<file path="src/rtl/imem_loader.sv">
// Boot-time instruction-memory writer: turns a host byte stream into sequential 32-bit word writes.
// Holds the core in reset until the image has been written and its XOR checksum matches.
module imem_loader #(
    parameter int unsigned ADDR_WIDTH = 12,
    parameter int unsigned BASE_ADDR  = 0
) (
    input  logic                  clock,
    input  logic                  reset,
    input  logic                  in_valid,
    input  logic [7:0]            in_data,
    output logic                  in_ready,
    output logic                  mem_enable,
    output logic                  mem_write_enable,
    output logic [3:0]            mem_byte_enable,
    output logic [ADDR_WIDTH-1:0] mem_address,
    output logic [31:0]           mem_write_data,
    output logic                  cpu_reset,
    output logic                  done,
    output logic                  error
);

    localparam int unsigned MaxWords = ((1 << ADDR_WIDTH) - BASE_ADDR) / 4;
    localparam int unsigned IdxW     = ADDR_WIDTH - 1;

    typedef enum logic [2:0] {
        StHdr0,
        StHdr1,
        StData,
        StWrite,
        StCsum,
        StDone,
        StError
    } state_e;

    state_e            state_q, state_d;
    logic [7:0]        acc_q, acc_d;
    logic [1:0]        byte_idx_q, byte_idx_d;
    logic [IdxW-1:0]   word_idx_q, word_idx_d;
    logic [15:0]       count_q, count_d;
    logic [31:0]       word_q, word_d;
    logic [15:0]       hdr_count;
    logic              accept;

    always_ff @(posedge clock) begin
        if (reset) begin
            state_q    <= StHdr0;
            acc_q      <= '0;
            byte_idx_q <= '0;
            word_idx_q <= '0;
            count_q    <= '0;
            word_q     <= '0;
        end else begin
            state_q    <= state_d;
            acc_q      <= acc_d;
            byte_idx_q <= byte_idx_d;
            word_idx_q <= word_idx_d;
            count_q    <= count_d;
            word_q     <= word_d;
        end
    end

    always_comb begin
        state_d    = state_q;
        acc_d      = acc_q;
        byte_idx_d = byte_idx_q;
        word_idx_d = word_idx_q;
        count_d    = count_q;
        word_d     = word_q;
        hdr_count  = {in_data, count_q[7:0]};
        accept     = in_valid && in_ready;

        unique case (state_q)
            StHdr0: begin
                if (accept) begin
                    count_d[7:0] = in_data;
                    acc_d        = acc_q ^ in_data;
                    state_d      = StHdr1;
                end
            end
            StHdr1: begin
                if (accept) begin
                    count_d[15:8] = in_data;
                    acc_d         = acc_q ^ in_data;
                    if (32'(hdr_count) > MaxWords) begin
                        state_d = StError;
                    end else if (hdr_count == 16'd0) begin
                        state_d = StCsum;
                    end else begin
                        state_d = StData;
                    end
                end
            end
            StData: begin
                if (accept) begin
                    word_d[{byte_idx_q, 3'b000} +: 8] = in_data;
                    acc_d      = acc_q ^ in_data;
                    byte_idx_d = byte_idx_q + 2'd1;
                    if (byte_idx_q == 2'd3) begin
                        state_d = StWrite;
                    end
                end
            end
            StWrite: begin
                word_idx_d = word_idx_q + 1'b1;
                // The counter is one bit wider than a word index, so N == capacity still compares.
                if (32'(word_idx_d) == 32'(count_q)) begin
                    state_d = StCsum;
                end else begin
                    state_d = StData;
                end
            end
            StCsum: begin
                if (accept) begin
                    state_d = (in_data == acc_q) ? StDone : StError;
                end
            end
            StDone:  state_d = StDone;
            StError: state_d = StError;
            default: state_d = StHdr0;
        endcase
    end

    // All outputs are decoded from registered state only.
    always_comb begin
        in_ready         = 1'b0;
        mem_enable       = 1'b0;
        mem_write_enable = 1'b0;
        mem_byte_enable  = 4'b0000;
        mem_address      = '0;
        mem_write_data   = '0;
        cpu_reset        = 1'b1;
        done             = 1'b0;
        error            = 1'b0;

        unique case (state_q)
            StHdr0, StHdr1, StData, StCsum: in_ready = 1'b1;
            StWrite: begin
                mem_enable       = 1'b1;
                mem_write_enable = 1'b1;
                mem_byte_enable  = 4'b1111;
                mem_address      = ADDR_WIDTH'(BASE_ADDR) + ADDR_WIDTH'({word_idx_q, 2'b00});
                mem_write_data   = word_q;
            end
            StDone: begin
                cpu_reset = 1'b0;
                done      = 1'b1;
            end
            StError: error = 1'b1;
            default: ;
        endcase
    end

endmodule
</file>
<file path="config.mk">
export PLATFORM = sky130hd
export DESIGN_NAME = imem_loader
export DESIGN_NICKNAME = d
export VERILOG_FILES = /design/src/rtl/imem_loader.sv
export SDC_FILE = /design/constraint.sdc
export NUM_CORES = 1
export LEC_CHECK = 0
export ABC_AREA = 1
export ABC_CLOCK_PERIOD_IN_PS = 1900
export CELL_PAD_IN_SITES_DETAIL_PLACEMENT = 0
export CELL_PAD_IN_SITES_GLOBAL_PLACEMENT = 2
export CORE_AREA = 2 2 136 105
export DETAILED_ROUTE_END_ITERATION = 12
export DIE_AREA = 0 0 138 107
export GPL_TIMING_DRIVEN = 0
export PLACE_DENSITY = 0.84
export SETUP_SLACK_MARGIN = 0.02
export SYNTH_ARGS = -nofsm -noshare
export SYNTH_HDL_FRONTEND = slang
export SYNTH_SLANG_ARGS = --single-unit
</file>
<file path="constraint.sdc">
create_clock -name clock -period 1.9 [get_ports clock]
set_clock_uncertainty 0.05 [all_clocks]
set_input_delay 0.285 -clock clock [delete_from_list [all_inputs] [get_ports clock]]
set_output_delay 0.285 -clock clock [all_outputs]
set_load 0.02 [all_outputs]
</file>
Yosys cells after proc, flatten, opt, wreduce, memory -nomap -nowiden
Index checks and enable logic that the tools add are counted.

Input port bits: 11. Memory bits (read-only): 0. Register bits: 72. Memory bits (writable): 0. Bits in latches: 0. Memories: 0.

$lt $le $gt $ge: 1. Multiplexer cells: 19. Bitwise operators: 1. Equality and inequality tests: 14. Shifts and indexed selects: 2. $add $sub $neg: 3. Div/mod/pow operators: 0. Multipliers: 0. Reduce and logical (&&, ||, !) cells: 10.

Operator list (number): bitwise mux 32 bit (1); 2-to-1 mux 32 bit (1); variable shift 8 x 7 -> 32 bit (first input constant) (1); variable part select 8 x 7 -> 32 bit (1); 2-to-1 mux 3 bit (8); case mux 3 bit (7 select lines) (1); equality test 11 x 16 -> 1 bit (1); greater-than comparator 16 x 11 -> 1 bit (second input constant) (1); zero test 16 bit (1); 2-to-1 mux 12 bit (1); adder 11 x 1 -> 11 bit (second input constant) (1); inequality test 2 bit (second input constant) (5); equality test 3 bit (second input constant) (3); equality test 8 bit (1); AND reduction 2 bit (4); XOR 8 bit (1); negator 5 -> 7 bit (1); equality test 3 x 2 -> 1 bit (second input constant) (2); 2-to-1 mux 1 bit (5); AND reduction 5 bit (1); 2-to-1 mux 4 bit (1); OR reduction 4 bit (1); equality test 3 x 1 -> 1 bit (second input constant) (1); zero test 3 bit (1); 5 further kinds (5).

Depth between registers and ports, before layout
Gate-level depths: netlist of run 1.

Word-level depth: 6. Gate-level depth with buffers: 15.

Worst setup path after synthesis of run 1
No wires, ideal clock.

Kind: reg-to-reg. Start point: reg byte_idx_q[0]. End point: reg word_q[10]. Data arrival time: 1.646 ns. Data required time: 1.780 ns. Cell stages (with the launch flop): 8. Period minus slack after synthesis: 1.766 ns. Path slack: 0.134 ns. Path buffers: 1. Setup time: 0.070 ns. Path through: dfxtp_1 > inv_1 > clkbuf_1 > ha_1 > clkinv_1 > nor2_2 > nand3_1 > a21oi_1.

Longest elaborated chain between the ends: 3. Elaborated cells between the ends (all ways): 4. Those cells by class: 1 x add/sub; 2 x shift; 1 x mux.

Ends and longest elaborated chain: start: declaration (RTL line 37) `logic [1:0] byte_idx_q, byte_idx_d;`; start signal: assignment (RTL line 55) `byte_idx_q <= byte_idx_d;`; negator 5 -> 7 bit (*) (RTL line 95) `word_d[{byte_idx_q, 3'b000} +: 8] = in_data;`; variable part select 8 x 7 -> 32 bit / variable shift 8 x 7 -> 32 bit (equally long branches) (RTL line 95); bitwise mux 32 bit (*) (RTL line 95); end signal: assignment (RTL line 58) `word_q <= word_d;`; end: declaration (RTL line 40) `logic [31:0] word_q, word_d;`.

Mark *: on every way between the ends. The rest lies on a longest branch, timed or not. A chain may end at the register's enable or synchronous reset.

Worst setup path after layout of run 1
Start point: reg word_idx_q[0]. End point: reg state_q[1].

Longest elaborated chain between the ends: 4.

Ends and longest elaborated chain: start: declaration (RTL line 38) `logic [IdxW-1:0] word_idx_q, word_idx_d;`; start signal: assignment (RTL line 56) `word_idx_q <= word_idx_d;`; adder 11 x 1 -> 11 bit (RTL line 104) `word_idx_d = word_idx_q + 1'b1;`; equality test 11 x 16 -> 1 bit (RTL line 106) `if (32'(word_idx_d) == 32'(count_q)) begin`; 2-to-1 mux 3 bit (RTL line 106); case mux 3 bit (7 select lines) (RTL line 72) `unique case (state_q)`; end signal: assignment (RTL line 46) `state_q <= StHdr0;`; end signal: assignment (RTL line 53) `state_q <= state_d;`; end: declaration (RTL line 35) `state_e state_q, state_d;`.

No other way between the ends.

==> metrics.yaml, run 1 <==
clocking:
  path_clk_slew_ps: 60
  cts_buffers: 9
  htree_num_levels: 3
  ctsHoldBuffers: 0
  clock-root-buffer: "clkbuf_16"
  cts_tree: "built"
  clock_sinks: 72
  clockBufferDepth: 2
  clkLatencyLatePin_ps: 330
floorplan:
  die_y_microns: 107
  die-area_sq_mm: 0.0148
  initial_core_util: 0.285
  fp-row-count: 37
  io_pins: 65
  fp.coreArea_sq_mm: 0.0134
  die_w_microns: 138
global_routing:
  grt_max_degree: 13
  antenna_found_initial: 0
  grt.total_usage: 0.163
  grt_pass1_vias: 3636
  grt_pass1_wl_microns: 19100
  overflow: 0
job:
  drv_cap: 0
yosys:
  yosys.area_share.simple: 0.262
  synth-main-ff-cell: "dfxtp_1"
  synth_area_per_cell_sq_um: 6.56
  synth.area.mux_share: 0
  ys_seq_elements: 72
  ys_async_sr_fraction: 0
  synth_edf_count: 0
  synth_cell_types: 32
  synth_compound_area_frac: 0.188
  yosysSeqAreaShare: 0.377
  synth-xor-area-share: 0.0183
  yosys.area_share.adder: 0.0196
  netlist_area_sq_mm: 0.00383
  syn_inst: 583
  synth_top_family_by_area: "simple AND/OR/NAND/NOR gates"
  synth_warnings: 0
routing:
  vias: 4066
  antenna_left: 0
  drt_iter0_drc: 247
  post_drt_wl_per_cell_microns: 14.6
  finalWirelength_microns: 12500
  drcViolationCount: 0
  drt-vias-per-instance: 4.76
  drt_pass1_iterations: 5
worst_setup_path:
  worstPathCellList: "buf_6, nand3_4, nor2_4, nand2_2, nand2_1, nand3_1, nand2_2, nand4_1, o21bai_1, nand2_1, nand2_1, a21oi_1"
  cp_slowest_cell: "dfxtp_4"
  path_buf_inv: 1
  slowest_delay_ps: 370
  cp.arrival_ps: 2020
  start_kind: "flop"
  crit_type: "flop to flop"
  cpLargestDelayFamily: "simple AND/OR/NAND/NOR gates"
  endpoint_kind: "flop"
  crit_required_ps: 2030
  critical_path.most_common_cell: "nand2_1"
  crit_path_max_fanout: 6
layout:
  antenna_cells: 0
  area_growth_pct: 47.1
  mostFrequentLayoutCells: "inv_1, nand2_1, a21oi_1"
  drive_gt1_frac: 0.278
  final_common_cell: "inv_1"
  layout.nets: 692
power_and_ir_drop:
  ir_worst_vdd_mv: 0.464
  switchingPower_mw: 1.98
  internal-power_mw: 3.45
  clock_power_share: 0.310
  leakage_nw: 2.25
  p_total_mw: 5.42
  swShare: 0.365
  power_density_mw_per_mm2: 964
  seqPwrFrac: 0.363
  p_comb_frac: 0.327
timing:
  tightest_slew_ps: 617
  max_freq_mhz: 529
  rsz0062_at_grt: "true"
  relSlewSlack: 0.589
  whs_ps: 416
  final.min_clock_period_ps: 1890
  setup_violations: 0
  report.final.slew_viol_count: 0
  finalHoldViolCount: 0
  period_share: 0.995
placement:
  place_congestion: 0.791
  io_buffers: 62
  dp_hpwl_microns: 9200
hold_path:
  hold_path_class: "input port to flop"
outcome:
  status: "completed"
==> layout make-up <==
cell class	instances	area, sq um
Fill cell	1394	7800
Multi-Input combinational cell	384	2250
Sequential cell	72	1460
Timing Repair Buffer	80	791
Inverter	100	387
Clock buffer	12	246
Buffer	28	234
Tap cell	175	219
Clock inverter	3	42.5
==> path summary, 6_finish.rpt <==
| check | cells after the start | endpoint | start | slack [ps] |
|---|---|---|---|---|
| setup / recovery | 12 | state_q[1] | word_idx_q[0] | 10 |
| hold / removal | 3 | word_q[0] | in_data[0] | 420 |
| setup reg to reg | 12 | state_q[1] | word_idx_q[0] | 10 |
| hold reg to reg | 2 | word_q[12] | word_q[12] | 420 |
==> routing by layer <==
| layer | up-vias | track usage | wire length [microns] |
|---|---|---|---|
| li1 | 2042 | - | - |
| met1 | 1895 | 0.241 | 6240 |
| met2 | 122 | 0.238 | 5400 |
| met3 | 7 | 0.0393 | 783 |
| met4 | 0 | 0.0350 | 79 |
| met5 | - | 0 | 0 |
==> timing repair <==
| item | in CTS | in global routing |
|---|---|---|
| setup endpoints to repair | 86 | 95 |
| pin swaps | 6 | 11 |
| buffers inserted | 7 | 9 |
| cloned | 0 | 2 |
| resized for setup | 246 | 189 |
==> sequential cells by signal, indices dropped and copies added, names as in the netlist <==
signal      cells
word_q         32
count_q        16
word_idx_q     11
acc_q           8
state_q         3
byte_idx_q      2
==> cells by family (layout without fill, tap and decap cells) <==
logic type	after synthesis	after routing
flops	72	72
simple gates	235	235
buf+inv	128	223
xor+xnor	8	8
fa+ha+maj	6	6
compound gates	133	133
other cells	1	2
==> worst reg2reg max path, delay by kind of cell (launching register included) <==
family          cells  cell delay, ps
simple gates        9             960
buf+inv             1             110
compound gates      2             250
flops               1             370
==> power by group through the flow <==
stage          clock [mW]  combinational, mW  sequential [mW]
4_1_cts              1.72               1.52             1.95
3_5_place_dp            0               1.43             1.96
6_report             1.68               1.78             1.97
2_1_floorplan           0               1.02             1.91
5_1_grt              1.78               1.96             2.00
3_3_place_gp            0               1.41             1.96
==> synth_stat cells, types with 5 or more instances <==
library cell	instances	share of area
nand3_1	37	0.048
dfxtp_1	72	0.38
a21oi_1	64	0.084
o21ai_0	46	0.060
ha_1	6	0.020
nand2_1	86	0.084
clkbuf_1	16	0.016
inv_1	95	0.093
nor2_1	88	0.086
buf_4	7	0.014
a211oi_1	16	0.031
xor2_1	6	0.014
nor3_1	7	0.0092
buf_2	5	0.0065
==> through the flow <==
| stage | setup TNS [ps] | instance area (sq um) | utilization | cells | setup slack (ps) |
|---|---|---|---|---|---|
| after floorplan | 0 | 3830 | - | 584 | 134 |
| after global placement | -39900 | 4670 | 0.348 | 821 | -781 |
| after detailed placement | -41750 | 4670 | 0.348 | 821 | -785 |
| after CTS | -17.7 | 4980 | 0.371 | 843 | -17.7 |
| after global routing | -439 | 5630 | 0.419 | 854 | -78.7 |
| final | 0 | 5630 | 0.419 | 854 | 9.67 |
Power figures use the tool's default switching activity.
==> run 2: changes to the inputs <==
- CTS_CLUSTER_SIZE: default -> 20
- PLACE_DENSITY: 0.84 -> 0.76
==> run 2 against run 1 <==
Effect of this change:
- the run now ends with negative setup slack left
- flip-flop and latch count is the same
- count of clock-buffer cells in the layout fell by 3
- highest routed layer unchanged
- setup slack worse by 34 ps
- die area did not move
- global-route usage increased by 1.2 points
- worst hold slack lost 18 ps
- register-to-register slack worse by 30 ps
- maximum frequency down 1.8%
- total power grew 5.2%
- sequential share of layout area decreased by 1.3 points
- largest power group unchanged
==> metrics.yaml, run 2 (synthesized netlist as in run 1, its figures left out) <==
layout:
  drive_gt1_frac: 0.298
  layout.nets: 701
  final_common_cell: "inv_1"
  area_growth_pct: 55.6
  stdcell_count: 864
  reg.largest.list: "word_q (32), count_q (16), word_idx_q (11)"
  antenna_cells: 0
  largest_register_ffs: 32
  largest-register: "word_q"
  mostFrequentLayoutCells: "inv_1, nand2_1, dfxtp_1"
  post-route-util: 0.443
worst_setup_path:
  endpoint_kind: "output pin"
  r2r_start: "word_idx_q[1]"
  crit_required_ps: 1560
  start_kind: "flop"
  timing.rr.end: "state_q[1]"
  cp.arrival_ps: 1590
  crit_type: "flop to output pin"
  r2r_cells: 13
  r2r_slack_ps: -20
  crit_path_max_fanout: 7
hold_path:
  hold_path_class: "input port to flop"
  min_from: "in_data[1]"
  whs_path_depth: 3
  holdPathEnd: "word_q[1]"
timing:
  rsz0062_at_grt: "true"
  relSlewSlack: 0.551
  final.min_clock_period_ps: 1920
  max_freq_mhz: 520
  worst_slack_ps: -24.2
  period_share: 1.01
  setup_violations: 21
  finalHoldViolCount: 0
  tightest_slew_ps: 674
  report.final.slew_viol_count: 0
clocking:
  cts_buffers: 9
  cts_tree: "built"
  htree_num_levels: 3
  clock_sinks: 72
  clockBufferDepth: 2
  path_clk_slew_ps: 60
  clock-root-buffer: "clkbuf_16"
  clkLatencyLatePin_ps: 340
floorplan:
  die_y_microns: 107
  die_w_microns: 138
  io_pins: 65
  die-area_sq_mm: 0.0148
  initial_core_util: 0.285
  fp.coreArea_sq_mm: 0.0134
  fp-row-count: 37
placement:
  io_buffers: 62
  place_congestion: 0.795
  dp_hpwl_microns: 9560
  post-place-ws_ps: -769
  place_inst: 821
power_and_ir_drop:
  ir_worst_vdd_mv: 0.453
  leakage_nw: 2.33
  power_density_mw_per_mm2: 958
global_routing:
  grt.total_usage: 0.175
  overflow: 0
  grt_pass1_wl_microns: 20200
  grt_pass1_vias: 3757
  antenna_found_initial: 0
  grt_max_degree: 16
routing:
  drt-vias-per-instance: 4.72
  vias: 4076
  highest_layer: "met4"
  antenna_left: 0
  drcViolationCount: 0
  routed-wl-met3_microns: 634
  drt_iter0_drc: 240
  post_drt_wl_per_cell_microns: 15.4
  finalWirelength_microns: 13300
  m1WireLength_microns: 7120
  drt_pass1_iterations: 4
  wl_met2_microns: 5360
outcome:
  status: "complete, but fails checks"
  violations: "negative setup slack"
job:
  drv_cap: 0
run 2: changes by cell type in the layout (fill, tap and decap cells not counted), sizes merged:
cell and delta:
dlygate4sd2 +1, buf +9, clkdlybuf4s15 -1, inv +2
clkbuf -4, bufinv +1, clkinvlp +2
run 2: worst max path at each step:
stage,start,to,cells after the start
after floorplan,byte_idx_q[0],word_q[10],7
after global placement,state_q[0],mem_write_data[29],6
after detailed placement,state_q[0],mem_address[9],6
after CTS,word_idx_q[0],state_q[1],13
after global routing,word_idx_q[1],state_q[1],14
final,state_q[1],mem_write_data[27],6
run 2: timing repair:
action                                  CTS  global route
endpoints found under the setup margin   90            94
cloned                                    0             6
gates resized for setup                 272           215
setup buffers                             6            16
hold buffers                              0             0
pin swaps                                 7            12
run 2: final cells by class:
class                   instances  area, sq um
plain buffers                  27          241
clock buffers                   9          225
clock inverters                 7         96.3
fillers                      1382         7470
inverters                     100          388
multi-input cells             384         2320
flip-flops and latches         72         1470
well taps                     175          219
repair buffers                 89          985
repair inverters                1         8.76
run 2: stage by stage:
stage                     TNS, ps  hold WS [ps]  total power, mW  instance area (sq um)
after global placement     -39140           400             3.37                   4670
after global routing        -2690           432             6.07                   5950
after detailed placement   -40070           403             3.39                   4670
after floorplan                 0           380             2.93                   3830
after CTS                   -49.7           410             5.37                   5040
final                        -265           399             5.70                   5950
run 2: per-layer routing:
layer / vias to the layer above / GRT usage
met2: 82 / 0.236
li1: 2074 / -
met1: 1905 / 0.271
met3: 15 / 0.0406
met5: - / 0
met4: 0 / 0.0481
run 2: power breakdown:
part | leakage (nW) | internal, mW | switching (mW)
sequential | 0.591 | 1.76 | 0.207
clock | 0.148 | 1.15 | 0.697
combinational | 1.60 | 0.709 | 1.18
run 2: worst max-delay path: stages, from the launching register on:
cell and delay, ps:
dfxtp_4 370, nand2_4 60, nor2_4 190, clkinv_4 190, clkbuf_16 220, nor2_4 90, buf_6 120
